**src/rtl/tl_mon_pkg.sv**
```systemverilog
// Shared TileLink monitor definitions: opcode encodings and the D-burst state enum.
package tl_mon_pkg;

  localparam logic [2:0] GET             = 3'd4;
  localparam logic [2:0] PUT_FULL        = 3'd0;
  localparam logic [2:0] PUT_PARTIAL     = 3'd1;
  localparam logic [2:0] ACCESS_ACK      = 3'd0;
  localparam logic [2:0] ACCESS_ACK_DATA = 3'd1;

  typedef enum logic {
    IDLE  = 1'b0,
    BURST = 1'b1
  } burst_state_e;

endpackage

```
**src/rtl/tl_beat_counter.sv**
```systemverilog
// D-channel beat tracker: sizes each message from size/opcode, follows
// multi-beat bursts and flags the last beat of a tracked message.
module tl_beat_counter
  import tl_mon_pkg::*;
#(
  parameter int unsigned SRC_BITS = 2,
  parameter int unsigned BEAT_LOG = 3
) (
  input  logic                clock,
  input  logic                reset,
  input  logic                d_fire,
  input  logic                start_ok,
  input  logic [SRC_BITS-1:0] d_source,
  input  logic [2:0]          d_size,
  input  logic [2:0]          d_opcode,
  output logic                first_beat_c,
  output logic                last_beat_c,
  output logic                src_mismatch_c,
  output logic [SRC_BITS-1:0] release_src_c
);

  localparam int unsigned CNT_W = 8 - BEAT_LOG;

  burst_state_e        state, next_state;
  logic [CNT_W-1:0]    count, next_count;
  logic [SRC_BITS-1:0] burst_src, next_src;
  logic                multi_c;
  logic [2:0]          shift_c;
  logic [CNT_W-1:0]    beats_m1_c;

  // Beat count of the message starting on this beat, minus one
  always_comb begin
    multi_c    = (d_opcode == ACCESS_ACK_DATA) && (d_size > 3'(BEAT_LOG));
    shift_c    = d_size - 3'(BEAT_LOG);
    beats_m1_c = (CNT_W'(1) << shift_c) - CNT_W'(1);
  end

  // Burst state, remaining-beat count and latched burst source
  always_ff @(posedge clock or posedge reset) begin
    if (reset) begin
      state     <= IDLE;
      count     <= '0;
      burst_src <= '0;
    end else begin
      state     <= next_state;
      count     <= next_count;
      burst_src <= next_src;
    end
  end

  // Next-state logic; only a first beat on a tracked source opens a burst
  always_comb begin
    next_state     = state;
    next_count     = count;
    next_src       = burst_src;
    first_beat_c   = 1'b0;
    last_beat_c    = 1'b0;
    src_mismatch_c = 1'b0;
    release_src_c  = d_source;
    case (state)
      IDLE: begin
        first_beat_c = d_fire;
        if (d_fire && start_ok) begin
          if (multi_c) begin
            next_state = BURST;
            next_src   = d_source;
            next_count = beats_m1_c;
          end else begin
            last_beat_c = 1'b1;
          end
        end
      end
      BURST: begin
        release_src_c = burst_src;
        if (d_fire) begin
          src_mismatch_c = (d_source != burst_src);
          next_count     = count - CNT_W'(1);
          if (count == CNT_W'(1)) begin
            last_beat_c = 1'b1;
            next_state  = IDLE;
          end
        end
      end
      default: next_state = IDLE;
    endcase
  end

endmodule

```
**src/rtl/tl_inflight_tracker.sv**
```systemverilog
// Per-source in-flight tracker for a TileLink A/D channel pair; produces a
// registered size-compare pair and one-cycle protocol error pulses.
module tl_inflight_tracker
  import tl_mon_pkg::*;
#(
  parameter int unsigned SRC_BITS = 2,
  parameter int unsigned BEAT_LOG = 3
) (
  input  logic                clock,
  input  logic                reset,
  input  logic                a_valid,
  input  logic                a_ready,
  input  logic [SRC_BITS-1:0] a_source,
  input  logic [2:0]          a_size,
  input  logic [2:0]          a_opcode,
  input  logic                d_valid,
  input  logic                d_ready,
  input  logic [SRC_BITS-1:0] d_source,
  input  logic [2:0]          d_size,
  input  logic [2:0]          d_opcode,
  output logic                chk_bypass,
  output logic [2:0]          chk_expect,
  output logic [2:0]          chk_actual,
  output logic                err_unexpected_d,
  output logic                err_source_reuse,
  output logic                err_opcode,
  output logic                err_burst_src,
  output logic                err_sticky
);

  localparam int unsigned NSRC = 1 << SRC_BITS;

  logic [NSRC-1:0]     inflight;
  logic [2:0]          size_q [NSRC];
  logic [NSRC-1:0]     exp_data;

  logic                a_fire_c, d_fire_c;
  logic                first_beat_c, last_beat_c, src_mismatch_c;
  logic [SRC_BITS-1:0] release_src_c;
  logic                d_tracked_c, first_ok_c, unexpected_c;
  logic                a_free_c, capture_c, reuse_c, opcode_bad_c;
  logic [2:0]          exp_opcode_c;

  tl_beat_counter #(
    .SRC_BITS (SRC_BITS),
    .BEAT_LOG (BEAT_LOG)
  ) u_beat_counter (
    .clock          (clock),
    .reset          (reset),
    .d_fire         (d_fire_c),
    .start_ok       (d_tracked_c),
    .d_source       (d_source),
    .d_size         (d_size),
    .d_opcode       (d_opcode),
    .first_beat_c   (first_beat_c),
    .last_beat_c    (last_beat_c),
    .src_mismatch_c (src_mismatch_c),
    .release_src_c  (release_src_c)
  );

  // Handshakes, first-beat classification and A-side capture decision
  always_comb begin
    a_fire_c     = a_valid & a_ready;
    d_fire_c     = d_valid & d_ready;
    d_tracked_c  = inflight[d_source];
    first_ok_c   = first_beat_c & d_tracked_c;
    unexpected_c = first_beat_c & ~d_tracked_c;
    exp_opcode_c = exp_data[d_source] ? ACCESS_ACK_DATA : ACCESS_ACK;
    opcode_bad_c = first_ok_c & (d_opcode != exp_opcode_c);
    // A source freed by a last beat this cycle may be reissued without error
    a_free_c     = ~inflight[a_source] | (last_beat_c & (release_src_c == a_source));
    capture_c    = a_fire_c & a_free_c;
    reuse_c      = a_fire_c & ~a_free_c;
  end

  // Per-source request table; a same-cycle capture overrides a release
  always_ff @(posedge clock or posedge reset) begin
    if (reset) begin
      inflight <= '0;
      exp_data <= '0;
      for (int i = 0; i < int'(NSRC); i++) begin
        size_q[i] <= '0;
      end
    end else begin
      if (last_beat_c) begin
        inflight[release_src_c] <= 1'b0;
      end
      if (capture_c) begin
        inflight[a_source] <= 1'b1;
        size_q[a_source]   <= a_size;
        exp_data[a_source] <= (a_opcode == GET);
      end
    end
  end

  // Registered compare pair and error pulses, one cycle after the fire
  always_ff @(posedge clock or posedge reset) begin
    if (reset) begin
      chk_bypass       <= 1'b1;
      chk_expect       <= '0;
      chk_actual       <= '0;
      err_unexpected_d <= 1'b0;
      err_source_reuse <= 1'b0;
      err_opcode       <= 1'b0;
      err_burst_src    <= 1'b0;
      err_sticky       <= 1'b0;
    end else begin
      chk_bypass       <= ~first_ok_c;
      chk_expect       <= first_ok_c ? size_q[d_source] : 3'd0;
      chk_actual       <= first_ok_c ? d_size : 3'd0;
      err_unexpected_d <= unexpected_c;
      err_source_reuse <= reuse_c;
      err_opcode       <= opcode_bad_c;
      err_burst_src    <= src_mismatch_c;
      err_sticky       <= err_sticky | unexpected_c | reuse_c | opcode_bad_c | src_mismatch_c;
    end
  end

endmodule

```
**config.mk**
```make
export PLATFORM = sky130hd
export DESIGN_NAME = tl_inflight_tracker
export DESIGN_NICKNAME = d
export VERILOG_FILES = /design/src/rtl/tl_mon_pkg.sv /design/src/rtl/tl_beat_counter.sv /design/src/rtl/tl_inflight_tracker.sv
export SDC_FILE = /design/constraint.sdc
export NUM_CORES = 1
export LEC_CHECK = 0
export CORE_ASPECT_RATIO = 1.2
export CORE_MARGIN = 4
export CORE_UTILIZATION = 44
export DETAILED_ROUTE_END_ITERATION = 7
export PLACE_DENSITY = 0.68
export SLEW_MARGIN = 30
export SYNTH_ARGS = -nofsm -noshare
export SYNTH_HDL_FRONTEND = slang
export SYNTH_SLANG_ARGS = --single-unit
```
**constraint.sdc**
```tcl
create_clock -name clock -period 2.55 [get_ports clock]
set_input_delay 0.51 -clock clock [delete_from_list [all_inputs] [get_ports clock]]
set_output_delay 0.51 -clock clock [all_outputs]
set_load 0.05 [all_outputs]
```
-- After elaboration in Yosys (flattened, before gate mapping)
Cells that the tools add are included.
W data, S select, Z words.
- bits in latches: 0
- logic and storage cells: 109
- output and inout bits: 12
- ROM bits: 0
- memories: 0
- register bits after elaboration: 40
- RAM bits: 0
- eq/ne operators: 9
- muxes and demuxes: 40
- bitwise operators: 23
- reduce and logical (&&, ||, !) cells: 7
- $add $sub $neg: 3
- magnitude comparators: 9
- $mul: 0
- divide/modulo/power cells: 0
- shift-type cells: 1
- operator list (kind ; count):
    $mux W1 ; 17
    $mux W3 ; 5
    $mux W5 ; 3
    $bwmux W12 ; 1
    $pmux W5 S2 ; 1
    $lt A2 B3 Y1 const B ; 3
    $and A1 B1 Y1 ; 8
    $mux W4 ; 2
    $bmux W1 S2 ; 3
    $bmux W3 S2 ; 1
    $demux W3 S2 ; 1
    $ge A3 B3 Y1 const B ; 2
    $ne A2 B1 Y1 const B ; 3
    $not A2 Y3 ; 2
    $reduce_and A3 Y1 ; 2
    $eq A5 B1 Y1 const B ; 1
    $logic_and A1 B1 Y1 ; 5
    $not A1 Y1 ; 5
    $or A1 B1 Y1 ; 5
    $shl A1 B3 Y5 const A ; 1
    $sub A5 B1 Y5 const B ; 1
    $sub A5 B2 Y5 const B ; 1
    $and A4 B4 Y4 ; 1
    $bwmux W4 ; 1
    14 further kinds ; 17

-- Depth between registers and ports, before layout
Gate-level depths: netlist (run 1).
- depth after elaboration: 12
- depth in mapped cells: 8
- depth with buffers taken out: 8

-- By module
Synthesis (run 1) repeated with hierarchy kept, for this count alone.
- cells, all modules: 163
- area, all modules: 2042.0 um^2
- modules (own cells, without submodules) (module ; cells each ; times used ; area each (um^2)):
    tl_inflight_tracker ; 93 ; 1 ; 1388.8
    tl_beat_counter ; 70 ; 1 ; 653.1

-- Worst setup path before layout (run 1)
Ideal clock, no wire load.
- path kind: input port to flip-flop
- from: in d_size[0]
- to: reg size_q[0] (netlist bit)
- arrival time: 1956 ps
- slack: 469 ps
- cell stages on the path: 7
- cells stage by stage: and2_1 > ha_1 > nor4b_1 > and2_1 > o211ai_4 > nand3_2 > mux2_2
- word-level cells in the longest chain between the ends: 8
- RTL lines (element ; RTL line ; source):
    from (decl) ; tl_inflight_tracker.sv:19 ; input logic [2:0] d_size,
    $gt A3 B2 Y1 ; tl_beat_counter.sv:33 ; multi_c = (d_opcode == ACCESS_ACK_DATA) && (d_size > 3'(BEAT_LOG));
    $logic_and A1 B1 Y1 ; tl_beat_counter.sv:33 ;
    $mux W1 ; tl_beat_counter.sv:64 ; if (multi_c) begin
    $mux W1 ; tl_beat_counter.sv:63 ; if (d_fire && start_ok) begin
    $pmux W1 S2 ; tl_beat_counter.sv:60 ; case (state)
    $and A1 B1 Y1 ; tl_inflight_tracker.sv:71 ; a_free_c = ~inflight[a_source] | (last_beat_c & (release_src_c == a_source));
    $or A1 B1 Y1 ; tl_inflight_tracker.sv:71 ;
    $and A1 B1 Y1 ; tl_inflight_tracker.sv:72 ; capture_c = a_fire_c & a_free_c;
    to (signal, indexed assignment) ; tl_inflight_tracker.sv:90 ; size_q[a_source] <= a_size;
    to (decl) ; tl_inflight_tracker.sv:34 ; logic [2:0] size_q [NSRC];
No other way between the ends.
A chain may end at the register's enable or synchronous reset.

-- Worst setup path in the final report (run 1)
- from: in d_size[0]
- to: reg size_q[3] (netlist bit)
Same word-level chain as after synthesis.

==> results of run 1 <==
kinds of logic (layout without fill, tap and decap cells):
kind of cell	count (synthesis)	after routing	share of synthesized area
xor gates and xnor gates	8	8	0.0340
buffers and inverters	11	69	0.0279
AOI/OAI and AO/OA	24	24	0.0789
adders and majority gates	5	5	0.0303
DFF	40	40	0.486
muxes	28	28	0.187
and+or+nand+nor	55	55	0.155
final cells by class:
| cell class | count | area (um2) |
|---|---|---|
| multi-input cells | 120 | 1000 |
| fillers | 406 | 1880 |
| repair buffers | 54 | 488 |
| inverters | 7 | 26.3 |
| clock buffers | 6 | 82.6 |
| clock inverters | 2 | 10.0 |
| well taps | 58 | 72.6 |
| flip-flops and latches | 40 | 1000 |
how the worst max path moves through the flow:
stage,startpoint,end,slack (ns),depth (start not counted)
6_report,d_size[0],size_q[3],0.16,8
5_1_grt,d_size[1],size_q[3],0.03,8
4_1_cts,d_size[0],size_q[3],0.15,8
3_5_place_dp,d_size[0],size_q[5],-0.14,8
3_3_place_gp,d_size[0],size_q[4],-0.10,8
2_1_floorplan,d_size[0],size_q[0],0.47,7
through the flow:
stage                      util  hold WS (ns)  total power (W)
after floorplan               -         0.456          0.00160
after global placement    0.568         0.472          0.00183
after detailed placement  0.568         0.477          0.00188
after CTS                 0.588         0.494          0.00231
after global routing      0.588         0.521          0.00245
final                     0.588         0.494          0.00228
routing by layer:
| layer | global-route usage | vias to the layer above |
|---|---|---|
| met5 | 0 | - |
| met4 | 0.0418 | 0 |
| met3 | 0.0387 | 6 |
| met2 | 0.318 | 33 |
| met1 | 0.180 | 752 |
| li1 | - | 727 |
flip-flops by register name, summed over array words and instances, names as in the netlist:
register and cells:
err_source_reuse 1, chk_expect 3, exp_data 4, inflight 4, chk_bypass 1, u_beat_counter.count 5
u_beat_counter.burst_src 2, err_sticky 1, err_burst_src 1, chk_actual 3, size_q 12, err_opcode 1
u_beat_counter.state 1, err_unexpected_d 1
worst max-delay path, cell delays in order:
cell and delay [ns]:
clkdlybuf4s50_1 0.42, and2_1 0.18, ha_1 0.20, nor4b_1 0.31
and2_1 0.26, o211ai_4 0.14, nand3_2 0.19, mux2_2 0.35
power groups by stage:
stage                     clock network, W  registers [W]  logic [W]
after floorplan                          0        0.00104   0.000561
after global placement                   0        0.00101   0.000817
after detailed placement                 0        0.00103   0.000848
after CTS                         0.000442        0.00102   0.000852
after global routing              0.000476        0.00105   0.000924
final                             0.000424        0.00102   0.000841
layout by cell type (no fill, tap or decap), types with 2 or more instances in the layout:
cell / Yosys / final
nand4_1: 2 / 2
mux2_2: 16 / 16
mux2_1: 3 / 3
nand2_1: 15 / 15
nand3_2: 4 / 4
nand2b_1: 2 / 2
xnor2_1: 8 / 8
clkdlybuf4s50_1: 0 / 33
and3_1: 4 / 4
nor3b_1: 3 / 3
inv_1: 7 / 7
nand3_1: 3 / 3
dfrtp_1: 39 / 39
nor4b_1: 2 / 2
ha_1: 5 / 5
o21ai_0: 10 / 10
or3_1: 2 / 2
nor3_1: 2 / 2
a21oi_1: 6 / 6
mux4_2: 5 / 5
clkinv_2: 0 / 2
and2_1: 3 / 3
buf_4: 0 / 21
clkbuf_8: 0 / 6
nor2_1: 6 / 6
nor4_1: 2 / 2
mux2i_1: 2 / 2
==> flow_summary.ini, run 1 <==
[run_status]
status = complete, no violations

[critical_path]
end_kind = register
r2r_end = exp_data[2]
critPathKind = input pin to register
rr_worst_depth = 7
r2r_slack_ns = 0.29
critical_path.startpoint_type = input pin
path_max_fanout = 5
worstPathRequired_ns = 2.72
worstPathArrival_ns = 2.57
r2r-start = u_beat_counter.count[1]

[timing]
rsz0062_at_grt = no
fin_skew_ns = 0.00379
timing.final.ws_setup_ns = 0.159
relSlewSlack = 0.658
drv_slew = 0
fmax_mhz = 418
final.min_clock_period_ns = 2.39
finalHoldViolCount = 0
setup_viol = 0
fin_crit_sh = 0.938
fin_setup_tns_ns = 0
tightest_slew_ns = 0.511

[yosys]
ys.flop_type = dfrtp_1
netlist_top_cells_count = dfrtp_1, mux2_2, nand2_1
syn_inst = 171
synth_top_area_cell = dfrtp_1
syn-num-nets = 198
synth.cell_area_um2 = 2060
synth.top_cell.area_share = 0.473
synthArstFlopShare = 1.00
synth_seq_area_share = 0.486
syn_avg_cell_area_um2 = 12.1
synth_area_leaders = dfrtp_1, mux2_2, mux4_2
synth_enable_flop_cells = 0
synth.distinct_cells = 42
ys_ff_latch = 40
synth.most_common_cell = dfrtp_1
ys_warn_count = 0

[clocking]
cts_setup_buffers = 0
ctsResizeCount = 0
hold_buffers = 0
cts_tree = done
clock_tree.buffer_depth = 2
htree_levels = 2
numCtsBuffers = 5
ctsRootBufferMaster = clkbuf_8
path_clk_slew_ns = 0.07
cts_sinks = 40
clk_latency_ns = 0.28

[floorplanning]
rows = 27
start_util = 0.452
die_w_um = 70.5
design.core.area_um2 = 4560
die_h_um = 83.0
die-area_um2 = 5850
io_pins = 34

[finish]
fin_area_um2 = 2680
drive_above_1_share = 0.262
stdcell_count = 287
fin_nets = 255
synthToLayoutAreaGrowth_pct = 30.2
antenna_cells = 0

[detailed_routing]
wire_per_inst_um = 15.5
route.detailed.drc = 0
highest_layer = met4
wl_met1_um = 1700
ant_nets = 0
viasPerCell = 5.29
drt_iter0_drc = 59
routed_wl_um = 4460
num_vias = 1518
dr.pass1.iters = 4
wl_met3_um = 152
met2_wirelength_um = 2560

[min_path]
min_path_cells = 1
hp-start = exp_data[3]
hold_end = exp_data[3]
hold_class = register to register

[pwr]
p_per_area_nw_per_um2 = 851
comb_power_share = 0.368
p_seq_frac = 0.446
swShare = 0.342
ir_worst_vdd_uv = 455
power.internal_w = 0.00150
power.clock.fraction = 0.186
netSwitchingPower_w = 0.000780
p_leak_nw = 1.19

[placement]
pre_cts_ws_ns = -0.139
post-place-cells = 279
place.gp.congestion = 0.869
placed_area_um2 = 2590
dp_hpwl_um = 3540
numPortBuffers = 33

[global_route]
grt_pass1_wl_um = 7690
grt_usage = 0.166
first_global_vias = 1617
antenna_found_initial = 0
grt_start_max_net_pins = 41
grt_overflow = 0

[flow_run]
drv_cap = 0
No activity file was read; power rests on OpenSTA's default activity.
==> run 2: changes to the inputs <==
CAP_MARGIN = 20   (was not set)
SLEW_MARGIN = 20   (was 30)
==> results of run 2 <==
Same layout as run 1: the final DEF is identical, and so are final timing and power.
